### config.mk
export PLATFORM = sky130hd
export DESIGN_NAME = spi_slave_frame_sched
export DESIGN_NICKNAME = d
export VERILOG_FILES = /design/src/rtl/spi_slave_pkg.sv /design/src/rtl/spi_sched_fifo.sv /design/src/rtl/spi_slave_frame_sched.sv
export SDC_FILE = /design/constraint.sdc
export NUM_CORES = 1
export LEC_CHECK = 0
export BUFFER_PORTS_ARGS = -buffer_cell sky130_fd_sc_hd__buf_4
export CORE_MARGIN = 2
export CORE_UTILIZATION = 62
export DETAILED_ROUTE_END_ITERATION = 10
export GPL_TIMING_DRIVEN = 0
export HOLD_SLACK_MARGIN = 0.06
export PLACE_DENSITY = 0.81
export SYNTH_ARGS = -nofsm -noshare
export SYNTH_HDL_FRONTEND = slang
export SYNTH_SLANG_ARGS = --single-unit
### constraint.sdc
create_clock -name clk -period 11.9 [get_ports clk]
set_clock_uncertainty 0.1 [all_clocks]
set_input_delay 1.19 -clock clk [delete_from_list [all_inputs] [get_ports clk]]
set_output_delay 1.19 -clock clk [all_outputs]
set_load 0.05 [all_outputs]
### src/rtl/spi_slave_pkg.sv
// spi_slave_pkg
// Shared definitions for the SPI-slave frame scheduler: bus register
// addresses, STATUS/CTRL bit positions and the scheduler FSM states.
// This package has no ports. It is imported by spi_slave_frame_sched.

package spi_slave_pkg;

    // Register map offsets on the icosoc ctrl bus
    localparam logic [7:0] ADDR_STATUS = 8'h00;
    localparam logic [7:0] ADDR_TXDATA = 8'h04;
    localparam logic [7:0] ADDR_RXDATA = 8'h08;
    localparam logic [7:0] ADDR_CTRL   = 8'h0C;

    // STATUS register layout
    localparam int ST_ARMED     = 0;
    localparam int ST_UNDERRUN  = 1;
    localparam int ST_OVERRUN   = 2;
    localparam int ST_ABORTED   = 3;
    localparam int ST_TXCNT_LSB = 8;
    localparam int ST_RXCNT_LSB = 16;
    localparam int CNT_FIELD_W  = 4;

    // CTRL register layout; CLEAR and FLUSH are write-only strobes
    localparam int CTRL_ENABLE = 0;
    localparam int CTRL_RX_IE  = 1;
    localparam int CTRL_ERR_IE = 2;
    localparam int CTRL_CLEAR  = 8;
    localparam int CTRL_FLUSH  = 9;

    // Frame scheduler states
    typedef enum logic [1:0] {
        S_IDLE  = 2'd0,
        S_LOAD  = 2'd1,
        S_ARMED = 2'd2
    } sched_state_t;

endpackage

### src/rtl/spi_sched_fifo.sv
// spi_sched_fifo
// Small synchronous FIFO used for both the TX and RX word queues of the
// frame scheduler. A simultaneous push and pop both succeed, so a full
// FIFO can accept a push in the same cycle it is popped. A pop of an
// empty FIFO is ignored. Flush empties the FIFO; a push in the same
// cycle lands in the freshly emptied FIFO.
//
// Ports:
//   clk, resetn  clock, asynchronous active-low reset
//   flush        discard all entries
//   push         write push_data (ignored when full and not popping)
//   push_data    word to write
//   pop          advance past the head entry (ignored when empty)
//   head         oldest entry, meaningful when empty=0
//   count        number of stored entries, 0..DEPTH
//   full, empty  count==DEPTH, count==0

module spi_sched_fifo #(
    parameter int WIDTH = 32,
    parameter int DEPTH = 4
) (
    input  logic                     clk,
    input  logic                     resetn,
    input  logic                     flush,
    input  logic                     push,
    input  logic [WIDTH-1:0]         push_data,
    input  logic                     pop,
    output logic [WIDTH-1:0]         head,
    output logic [$clog2(DEPTH):0]   count,
    output logic                     full,
    output logic                     empty
);

    localparam int AW = $clog2(DEPTH);
    localparam int CW = AW + 1;

    logic [WIDTH-1:0] mem [DEPTH];
    logic [AW-1:0]    rd_ptr;
    logic [AW-1:0]    wr_ptr;
    logic             do_push;
    logic             do_pop;

    assign empty = (count == '0);
    assign full  = (count == CW'(DEPTH));
    assign head  = mem[rd_ptr];

    // A pop frees a slot in the same cycle, which is what lets a full FIFO
    // take a push while being popped.
    always_comb begin
        do_pop  = pop & ~empty & ~flush;
        do_push = push & (~full | do_pop | flush);
    end

    // Pointers wrap naturally because DEPTH is a power of two
    always_ff @(posedge clk or negedge resetn) begin
        if (!resetn) begin
            rd_ptr <= '0;
            wr_ptr <= '0;
            count  <= '0;
        end else if (flush) begin
            rd_ptr <= '0;
            wr_ptr <= push ? AW'(1) : '0;
            count  <= push ? CW'(1) : '0;
        end else begin
            if (do_push) begin
                wr_ptr <= wr_ptr + AW'(1);
            end
            if (do_pop) begin
                rd_ptr <= rd_ptr + AW'(1);
            end
            if (do_push && !do_pop) begin
                count <= count + CW'(1);
            end else if (!do_push && do_pop) begin
                count <= count - CW'(1);
            end
        end
    end

    // Storage needs no reset; entries are only visible once counted
    always_ff @(posedge clk) begin
        if (do_push) begin
            mem[flush ? '0 : wr_ptr] <= push_data;
        end
    end

endmodule

### src/rtl/spi_slave_frame_sched.sv
// spi_slave_frame_sched
// Transaction scheduler in front of the SPI-slave shift engine. The CPU
// queues TX words and drains RX words through the ctrl bus; the
// scheduler arms the engine with one 32-bit word per CS frame and
// collects the received word when the frame ends. Every bus access
// completes one cycle after it is seen, independent of SPI activity.
//
// Ports:
//   clk, resetn             clock, asynchronous active-low reset
//   ctrl_wr, ctrl_rd        level bus strobes, held until ctrl_done
//   ctrl_addr, ctrl_wdat    register address and write data
//   ctrl_rdat, ctrl_done    read data and one-cycle completion pulse
//   eng_load, eng_txword    arm pulse and word for the shift engine
//   eng_done, eng_rxword    frame complete pulse and received word
//   eng_abort               CS released before 32 bits were shifted
//   irq                     level interrupt (RX data and/or errors)

module spi_slave_frame_sched
    import spi_slave_pkg::*;
#(
    parameter int          FIFO_DEPTH = 4,
    parameter logic [31:0] DUMMY_WORD = 32'h0000_0000
) (
    input  logic        clk,
    input  logic        resetn,
    input  logic        ctrl_wr,
    input  logic        ctrl_rd,
    input  logic [7:0]  ctrl_addr,
    input  logic [31:0] ctrl_wdat,
    output logic [31:0] ctrl_rdat,
    output logic        ctrl_done,
    output logic        eng_load,
    output logic [31:0] eng_txword,
    input  logic        eng_done,
    input  logic [31:0] eng_rxword,
    input  logic        eng_abort,
    output logic        irq
);

    localparam int CW = $clog2(FIFO_DEPTH) + 1;

    sched_state_t state;
    sched_state_t next_state;

    logic          enable;
    logic          rx_ie;
    logic          err_ie;
    logic          underrun;
    logic          overrun;
    logic          aborted;
    logic          pending_underrun;
    logic [31:0]   txword_q;
    logic [31:0]   load_word;

    logic [31:0]   tx_head;
    logic [31:0]   rx_head;
    logic [CW-1:0] tx_count;
    logic [CW-1:0] rx_count;
    logic          tx_full;
    logic          tx_empty;
    logic          rx_full;
    logic          rx_empty;

    logic          accept;
    logic          wr_acc;
    logic          rd_acc;
    logic          ctrl_write;
    logic          tx_push;
    logic          tx_pop;
    logic          rx_push;
    logic          rx_pop;
    logic          flush;
    logic          clear;
    logic          set_underrun;
    logic          set_overrun;
    logic          set_aborted;
    logic          armed;
    logic          load;
    logic          frame_end;
    logic [31:0]   status_word;
    logic [31:0]   ctrl_word;
    logic [31:0]   read_value;

    // Bus decode. Nothing is accepted while ctrl_done is high, so a strobe
    // still held during the completion cycle is not executed twice.
    always_comb begin
        accept     = (ctrl_wr | ctrl_rd) & ~ctrl_done;
        wr_acc     = accept & ctrl_wr;
        rd_acc     = accept & ~ctrl_wr & ctrl_rd;
        ctrl_write = wr_acc & (ctrl_addr == ADDR_CTRL);
        tx_push    = wr_acc & (ctrl_addr == ADDR_TXDATA);
        rx_pop     = rd_acc & (ctrl_addr == ADDR_RXDATA);
        clear      = ctrl_write & ctrl_wdat[CTRL_CLEAR];
        flush      = ctrl_write & ctrl_wdat[CTRL_FLUSH];
    end

    spi_sched_fifo #(
        .WIDTH (32),
        .DEPTH (FIFO_DEPTH)
    ) u_tx_fifo (
        .clk       (clk),
        .resetn    (resetn),
        .flush     (flush),
        .push      (tx_push),
        .push_data (ctrl_wdat),
        .pop       (tx_pop),
        .head      (tx_head),
        .count     (tx_count),
        .full      (tx_full),
        .empty     (tx_empty)
    );

    spi_sched_fifo #(
        .WIDTH (32),
        .DEPTH (FIFO_DEPTH)
    ) u_rx_fifo (
        .clk       (clk),
        .resetn    (resetn),
        .flush     (flush),
        .push      (rx_push),
        .push_data (eng_rxword),
        .pop       (rx_pop),
        .head      (rx_head),
        .count     (rx_count),
        .full      (rx_full),
        .empty     (rx_empty)
    );

    // Scheduler state register
    always_ff @(posedge clk or negedge resetn) begin
        if (!resetn) begin
            state <= S_IDLE;
        end else begin
            state <= next_state;
        end
    end

    // Scheduler next state. Once armed the frame must run to done or abort
    // because the SPI master cannot be stopped; enable is only looked at
    // in IDLE.
    always_comb begin
        next_state = state;
        load       = 1'b0;
        armed      = 1'b0;
        case (state)
            S_IDLE: begin
                if (enable) begin
                    next_state = S_LOAD;
                end
            end
            S_LOAD: begin
                load       = 1'b1;
                next_state = S_ARMED;
            end
            S_ARMED: begin
                armed = 1'b1;
                if (eng_done || eng_abort) begin
                    next_state = S_IDLE;
                end
            end
            default: begin
                next_state = S_IDLE;
            end
        endcase
    end

    // Engine-side datapath. eng_done wins over a coincident eng_abort.
    always_comb begin
        load_word   = tx_empty ? DUMMY_WORD : tx_head;
        eng_load    = load;
        eng_txword  = load ? load_word : txword_q;
        tx_pop      = load;
        rx_push     = armed & eng_done;
        frame_end   = armed & (eng_done | eng_abort);
        set_aborted = armed & eng_abort & ~eng_done;
        set_underrun = rx_push & pending_underrun;
        set_overrun  = (tx_push & tx_full & ~tx_pop & ~flush)
                     | (rx_push & rx_full & ~rx_pop & ~flush);
    end

    // Underrun is only reported when a frame built on the dummy word
    // actually completes, so the marker is remembered from LOAD until
    // the frame ends.
    always_ff @(posedge clk or negedge resetn) begin
        if (!resetn) begin
            txword_q         <= '0;
            pending_underrun <= 1'b0;
        end else if (load) begin
            txword_q         <= load_word;
            pending_underrun <= tx_empty;
        end else if (frame_end) begin
            pending_underrun <= 1'b0;
        end
    end

    // Sticky error flags; a new error beats a simultaneous clear
    always_ff @(posedge clk or negedge resetn) begin
        if (!resetn) begin
            underrun <= 1'b0;
            overrun  <= 1'b0;
            aborted  <= 1'b0;
        end else begin
            underrun <= set_underrun | (underrun & ~clear);
            overrun  <= set_overrun  | (overrun  & ~clear);
            aborted  <= set_aborted  | (aborted  & ~clear);
        end
    end

    // CTRL register bits that persist
    always_ff @(posedge clk or negedge resetn) begin
        if (!resetn) begin
            enable <= 1'b0;
            rx_ie  <= 1'b0;
            err_ie <= 1'b0;
        end else if (ctrl_write) begin
            enable <= ctrl_wdat[CTRL_ENABLE];
            rx_ie  <= ctrl_wdat[CTRL_RX_IE];
            err_ie <= ctrl_wdat[CTRL_ERR_IE];
        end
    end

    // Read mux; RXDATA on an empty FIFO returns the dummy word silently
    always_comb begin
        status_word = '0;
        status_word[ST_ARMED]    = armed;
        status_word[ST_UNDERRUN] = underrun;
        status_word[ST_OVERRUN]  = overrun;
        status_word[ST_ABORTED]  = aborted;
        status_word[ST_TXCNT_LSB +: CNT_FIELD_W] = CNT_FIELD_W'(tx_count);
        status_word[ST_RXCNT_LSB +: CNT_FIELD_W] = CNT_FIELD_W'(rx_count);

        ctrl_word = '0;
        ctrl_word[CTRL_ENABLE] = enable;
        ctrl_word[CTRL_RX_IE]  = rx_ie;
        ctrl_word[CTRL_ERR_IE] = err_ie;

        case (ctrl_addr)
            ADDR_STATUS: read_value = status_word;
            ADDR_RXDATA: read_value = rx_empty ? DUMMY_WORD : rx_head;
            ADDR_CTRL:   read_value = ctrl_word;
            default:     read_value = '0;
        endcase
    end

    // Bus response: one-cycle completion pulse with registered read data
    always_ff @(posedge clk or negedge resetn) begin
        if (!resetn) begin
            ctrl_done <= 1'b0;
            ctrl_rdat <= '0;
        end else begin
            ctrl_done <= accept;
            if (accept) begin
                ctrl_rdat <= rd_acc ? read_value : '0;
            end
        end
    end

    assign irq = ((rx_count != '0) & rx_ie)
               | ((underrun | overrun | aborted) & err_ie);

endmodule

Yosys cells after proc, flatten, opt, wreduce, memory -nomap -nowiden:

Memories as Yosys holds them, arrays and structs flattened.
Index checks and enable logic that the tools add are counted.

* bits of input ports: 78
* word-level logic and storage cells: 149
* RAM bits: 256
* output and inout port bits: 67
* memories kept: 2
* register bits after elaboration: 88

Memories
* u_rx_fifo.mem: depth 4, bits a word 32, rd ports 1, clocked after memory_dff 0, wr ports 1, RTL line spi_sched_fifo.sv:37 `logic [WIDTH-1:0] mem [DEPTH];`
* u_tx_fifo.mem: depth 4, bits a word 32, rd ports 1, clocked after memory_dff 0, wr ports 1, RTL line spi_sched_fifo.sv:37

* bitwise operators: 55
* muxes and demuxes: 36
* reductions and logical operators: 22
* equality and inequality tests: 9
* $add $sub $neg: 8

Operator list (count)
* $mux W32: 4
* $pmux W32 S3: 1
* $and A1 B1 Y1: 31
* $mux W2: 12
* $mux W3: 6
* $eq A8 B4 Y1 const B: 2
* $or A1 B1 Y1: 13
* $mux W1: 12
* $not A1 Y1: 11
* $reduce_bool A2 Y1: 5
* $reduce_bool A3 Y1: 3
* $add A2 B1 Y2 const B: 4
* $eq A8 B3 Y1 const B: 1
* $logic_not A8 Y1: 1
* $add A3 B1 Y3 const B: 2
* $eq A3 B3 Y1 const B: 2
* $logic_not A3 Y1: 2
* $pmux W2 S3: 1
* $sub A3 B1 Y3 const B: 2
* $logic_and A1 B1 Y1: 4
* $logic_not A1 Y1: 4
* $ne A2 B2 Y1 const B: 2
* $eq A2 B1 Y1 const B: 1
* $eq A2 B2 Y1 const B: 1
* other kinds (3): 3

Longest topological paths before layout:

* depth in word-level cells: 15
* depth in mapped cells: 11
* depth with buffers taken out: 9

By module:

From an unflattened synthesis, not the netlist that was laid out.

* cell total of the unflattened synthesis: 758
* area total of the unflattened synthesis: 13550.5 sq um

Modules (own cells, without submodules)
* spi_sched_fifo at u_rx_fifo: times used 1, cells each 234, sequential area each 4018.9 sq um, area each 5208.7 sq um
* spi_sched_fifo at u_tx_fifo: times used 1, cells each 232, sequential area each 4018.9 sq um, area each 5147.4 sq um
* spi_slave_frame_sched: times used 1, cells each 292, sequential area each 1851.8 sq um, area each 3194.3 sq um

Worst setup path before layout:

No wires, ideal clock.

* kind: input -> register
* from: input port ctrl_addr[2]
* to: memory u_rx_fifo.mem[2][0] (enable)
* stages: 5
* setup slack: 6.865 ns
* setup time: 0.461 ns
* arrival: 4.474 ns
* path through: clkbuf_1 -> nor4b_1 -> and4_1 -> nor2_1 -> nor3_1

* word-level cells in the longest chain between the ends: 10

Ends and longest elaborated chain
* start, declared: RTL line spi_slave_frame_sched.sv:28 `input logic [7:0] ctrl_addr,`
* $eq A8 B4 Y1: RTL line spi_slave_frame_sched.sv:90 `ctrl_write = wr_acc & (ctrl_addr == ADDR_CTRL);`
* $and A1 B1 Y1: RTL line spi_slave_frame_sched.sv:90
* $and A1 B1 Y1: RTL line spi_slave_frame_sched.sv:94 `flush = ctrl_write & ctrl_wdat[CTRL_FLUSH];`
* $not A1 Y1: RTL line spi_sched_fifo.sv:50 `do_pop = pop & ~empty & ~flush;`
* $and A1 B1 Y1: RTL line spi_sched_fifo.sv:50
* $or A1 B1 Y1 (2 in a row): RTL line spi_sched_fifo.sv:51 `do_push = push & (~full | do_pop | flush);`
* $and A1 B1 Y1: RTL line spi_sched_fifo.sv:51
* $mux W1: RTL line spi_sched_fifo.sv:81 `if (do_push) begin`
* $mux W1: RTL line spi_sched_fifo.sv:82 `mem[flush ? '0 : wr_ptr] <= push_data;`
* end, declared: RTL line spi_sched_fifo.sv:37

Parallel ways exist; a longest one is shown, timed or not.

Final worst setup path:

* from: register state[1]
* to: output port eng_txword[23]

* word-level cells in the longest chain between the ends: 3

Ends and longest elaborated chain
* start, declared: RTL line spi_slave_frame_sched.sv:42 `sched_state_t state;`
* start signal, assigned: RTL line spi_slave_frame_sched.sv:134 `state <= next_state;`
* $eq A2 B1 Y1: RTL line spi_slave_frame_sched.sv:145 `case (state)`
* $mux W1: RTL line spi_slave_frame_sched.sv:145
* $mux W32
* end, declared: RTL line spi_slave_frame_sched.sv:33 `output logic [31:0] eng_txword,`

Every way passes these cells.

==> flow_metrics.py <==
metrics = {
    "floorplanning": {
        "initial_core_util_pct": 62.8,
        "dieWidth_um": 149,
        "core_sq_um": 20800,
        "die_h_um": 149,
        "die-area_sq_um": 22300,
        "num_rows": 53,
        "io_pins": 145,
    },
    "global_routing": {
        "grt_overflow_total": 0,
        "grtUsageTotal_pct": 26.6,
        "antenna_found_initial": 1,
        "grt_pass1_vias": 7751,
        "grt_max_degree": 89,
        "grt_pass1_wl_mm": 44.1,
    },
    "routing": {
        "drcViolationCount": 0,
        "antenna_left": 0,
        "vias_per_cell": 6.22,
        "drt-total-wl_mm": 28.3,
        "wl_per_cell_um": 24.6,
        "drtIter0Drc": 641,
        "dr.pass1.iters": 5,
        "num_vias": 7171,
    },
    "cts": {
        "clock-sinks": 344,
        "cts_tree": "done",
        "h-tree-depth": 2,
        "cts_root_buffer": "clkbuf_16",
        "cts_setup_buffers": 0,
        "hold_buffers": 0,
        "cts_buffers": 35,
        "path_clk_slew_ns": 0.06,
        "clk_latency_ns": 0.50,
        "clk_path_buf_depth": 3,
        "cts_resized": 0,
    },
    "setup_path": {
        "crit_buf_inv": 4,
        "worst_ep_arrival_time_ns": 2.72,
        "critPathLaunch": "state[1]$_DFFE_PN0P_",
        "crit_chain": "nand2b_1 -> clkbuf_1 -> nor2_1 -> buf_6 -> clkbuf_1 -> a22o_1 -> buf_4",
        "worstReg2RegEnd": "u_rx_fifo.count[2]$_DFFE_PN0P_",
        "worst_r2r_path_depth": 10,
        "cp_max_fo": 10,
        "crit_family": "buffers and inverters",
        "required_ns": 10.61,
        "rrSetupSlack_ns": 8.73,
        "slowest_delay_ns": 0.44,
        "crit_slowest_cell": "clkbuf_1",
        "crit_top_cell": "clkbuf_1",
        "critPathLaunchType": "flip-flop",
        "critical_path_class": "flip-flop to output port",
        "endpoint_kind": "output port",
        "r2r-start": "ctrl_done$_DFF_PN0_",
    },
    "logic_synthesis": {
        "syn_area_per_cell_sq_um": 19.8,
        "synth_top_area_share_pct": 58.8,
        "synth_cell_type_count": 55,
        "synth.net_count": 741,
        "synthTopCellsByArea": "edfxtp_1 59%, dfrtp_1 17%, mux4_2 11%, a22o_1 4.5%, nor2_1 0.80%",
        "ys_ff_latch": 344,
        "netlist_instances": 661,
        "synth-seq-area-share_pct": 75.7,
        "synth_common_cells": "256 x edfxtp_1, 88 x dfrtp_1, 67 x a22o_1",
        "synth_area_sq_um": 13100,
        "ys.flop_type": "edfxtp_1",
        "synth_edf_count": 256,
        "synth_most_common_cell": "edfxtp_1",
        "synth_top_area_cell": "edfxtp_1",
        "synth_async_sr_flop_share_pct": 25.6,
        "yosys_warnings": 0,
    },
    "worst_hold_path": {
        "whs_path_depth": 1,
        "hold_class": "flip-flop to flip-flop",
        "min_to": "txword_q[20]$_DFF_PN0_",
        "hp-start": "txword_q[20]$_DFF_PN0_",
    },
    "sta": {
        "fmax_ghz": 0.249,
        "relSlewSlack_pct": 19.0,
        "worstMarginPinSlew_ns": 1.22,
        "period_share_pct": 33.7,
        "slew_violations": 0,
        "finalSetupViolCount": 0,
        "hold_violations": 0,
        "grt_setup_unrepaired": "no",
        "tns_ns": 0,
        "min_period_ns": 4.01,
    },
    "power": {
        "vdd_drop_max_v": 0.000113,
        "switching_power_uw": 857,
        "p_leak_uw": 0.00592,
        "seq_power_share_pct": 45.1,
        "netSwitchingFraction_pct": 27.6,
        "power_uw": 3100,
        "p_per_area_nw_per_um2": 196,
        "intPower_uw": 2250,
        "clkPwrFrac_pct": 34.7,
        "p_comb_share_pct": 20.2,
    },
    "place": {
        "place_congestion": 0.840,
        "dp_hpwl_mm": 18.3,
        "portBuffers": 142,
    },
    "run": {
        "cap_violations": 0,
    },
    "layout": {
        "nNetsFinal": 932,
        "area_growth_pct": 21.4,
        "drive_gt1_share_pct": 35.0,
    },
    "outcome": {
        "status": "finished clean",
    },
}
## sequential cells by signal, indices dropped and copies added, names as in the netlist, 3 cells and up
name             cells
ctrl_rdat           32
txword_q            32
u_rx_fifo.count      3
u_rx_fifo.mem      128
u_tx_fifo.count      3
u_tx_fifo.mem      128
## cell families after synthesis
logic type / Yosys count / synth area share [%]
AND/OR/NAND/NOR: 82 / 3.65
AO/OA/AOI/OAI: 102 / 6.57
adder cells (fa/ha/maj): 2 / 0.306
buffers and inverters: 55 / 1.86
flip-flops: 344 / 75.7
XOR/XNOR: 6 / 0.402
multiplexers: 70 / 11.5
## power groups by stage
| stage | Sequential, uW | Clock (uW) | Combinational (uW) |
|---|---|---|---|
| finish | 1400 | 1080 | 626 |
| global route | 1410 | 1140 | 663 |
| CTS | 1400 | 1090 | 632 |
| detailed placement | 1420 | 0 | 622 |
| global placement | 1420 | 0 | 600 |
| floorplan | 1410 | 0 | 443 |
## metal layers
metal / vias to the layer above / wire length (um) / track usage, %
met3: 60 / 2070 / 4.83
li1: 3060 / - / -
met5: - / 0 / 0
met2: 349 / 14800 / 45.8
met4: 0 / 735 / 8.48
met1: 3702 / 10700 / 35.0
## final cells by class
type	count	area, sq um
clock inverter	15	153
fill	1140	4960
sequential	344	9890
multi-input combinational	262	2990
timing repair buffer	154	1260
tap	275	344
inverter	20	75.1
clock buffer	46	980
buffer	35	168
antenna	1	2.50
## cells in the final DEF (no fill, tap or decap), types with 5 or more instances in the layout
cell       count
a22o_1        67
clkbuf_16     37
clkbuf_1      27
buf_12         6
edfxtp_1     256
buf_4        142
inv_1         20
nand2_1       12
o2bb2ai_1      8
nor2_4         5
nand3_1        6
buf_6          7
buf_2         11
nor2_1        23
mux4_2        64
clkinv_2       7
nor3_1         5
dfrtp_1       88
## worst max path at each step
stage / slack (ns) / cells past startpoint / endpoint
3_3_place_gp: 5.04 / 5 / u_tx_fifo.mem[2][29]$_DFFE_PP_
3_5_place_dp: 7.49 / 11 / u_rx_fifo.count[2]$_DFFE_PN0P_
5_1_grt: 7.75 / 7 / eng_txword[10]
6_report: 7.89 / 7 / eng_txword[23]
4_1_cts: 7.89 / 5 / eng_txword[6]
2_1_floorplan: 6.87 / 5 / u_rx_fifo.mem[2][0]$_DFFE_PP_
## stage by stage
stage / std cells / hold slack (ns) / util (%) / cell area (sq um) / setup slack (ns)
6_report: 1152 / 0.403 / 76.2 / 15900 / 7.89
2_1_floorplan: 661 / 0.367 / - / 13100 / 6.87
3_3_place_gp: 1078 / 0.387 / 69.5 / 14500 / 5.04
3_5_place_dp: 1090 / 0.391 / 70.7 / 14700 / 7.49
4_1_cts: 1151 / 0.410 / 76.2 / 15900 / 7.89
5_1_grt: 1152 / 0.427 / 76.2 / 15900 / 7.75
No activity file was read; power rests on OpenSTA's default activity.
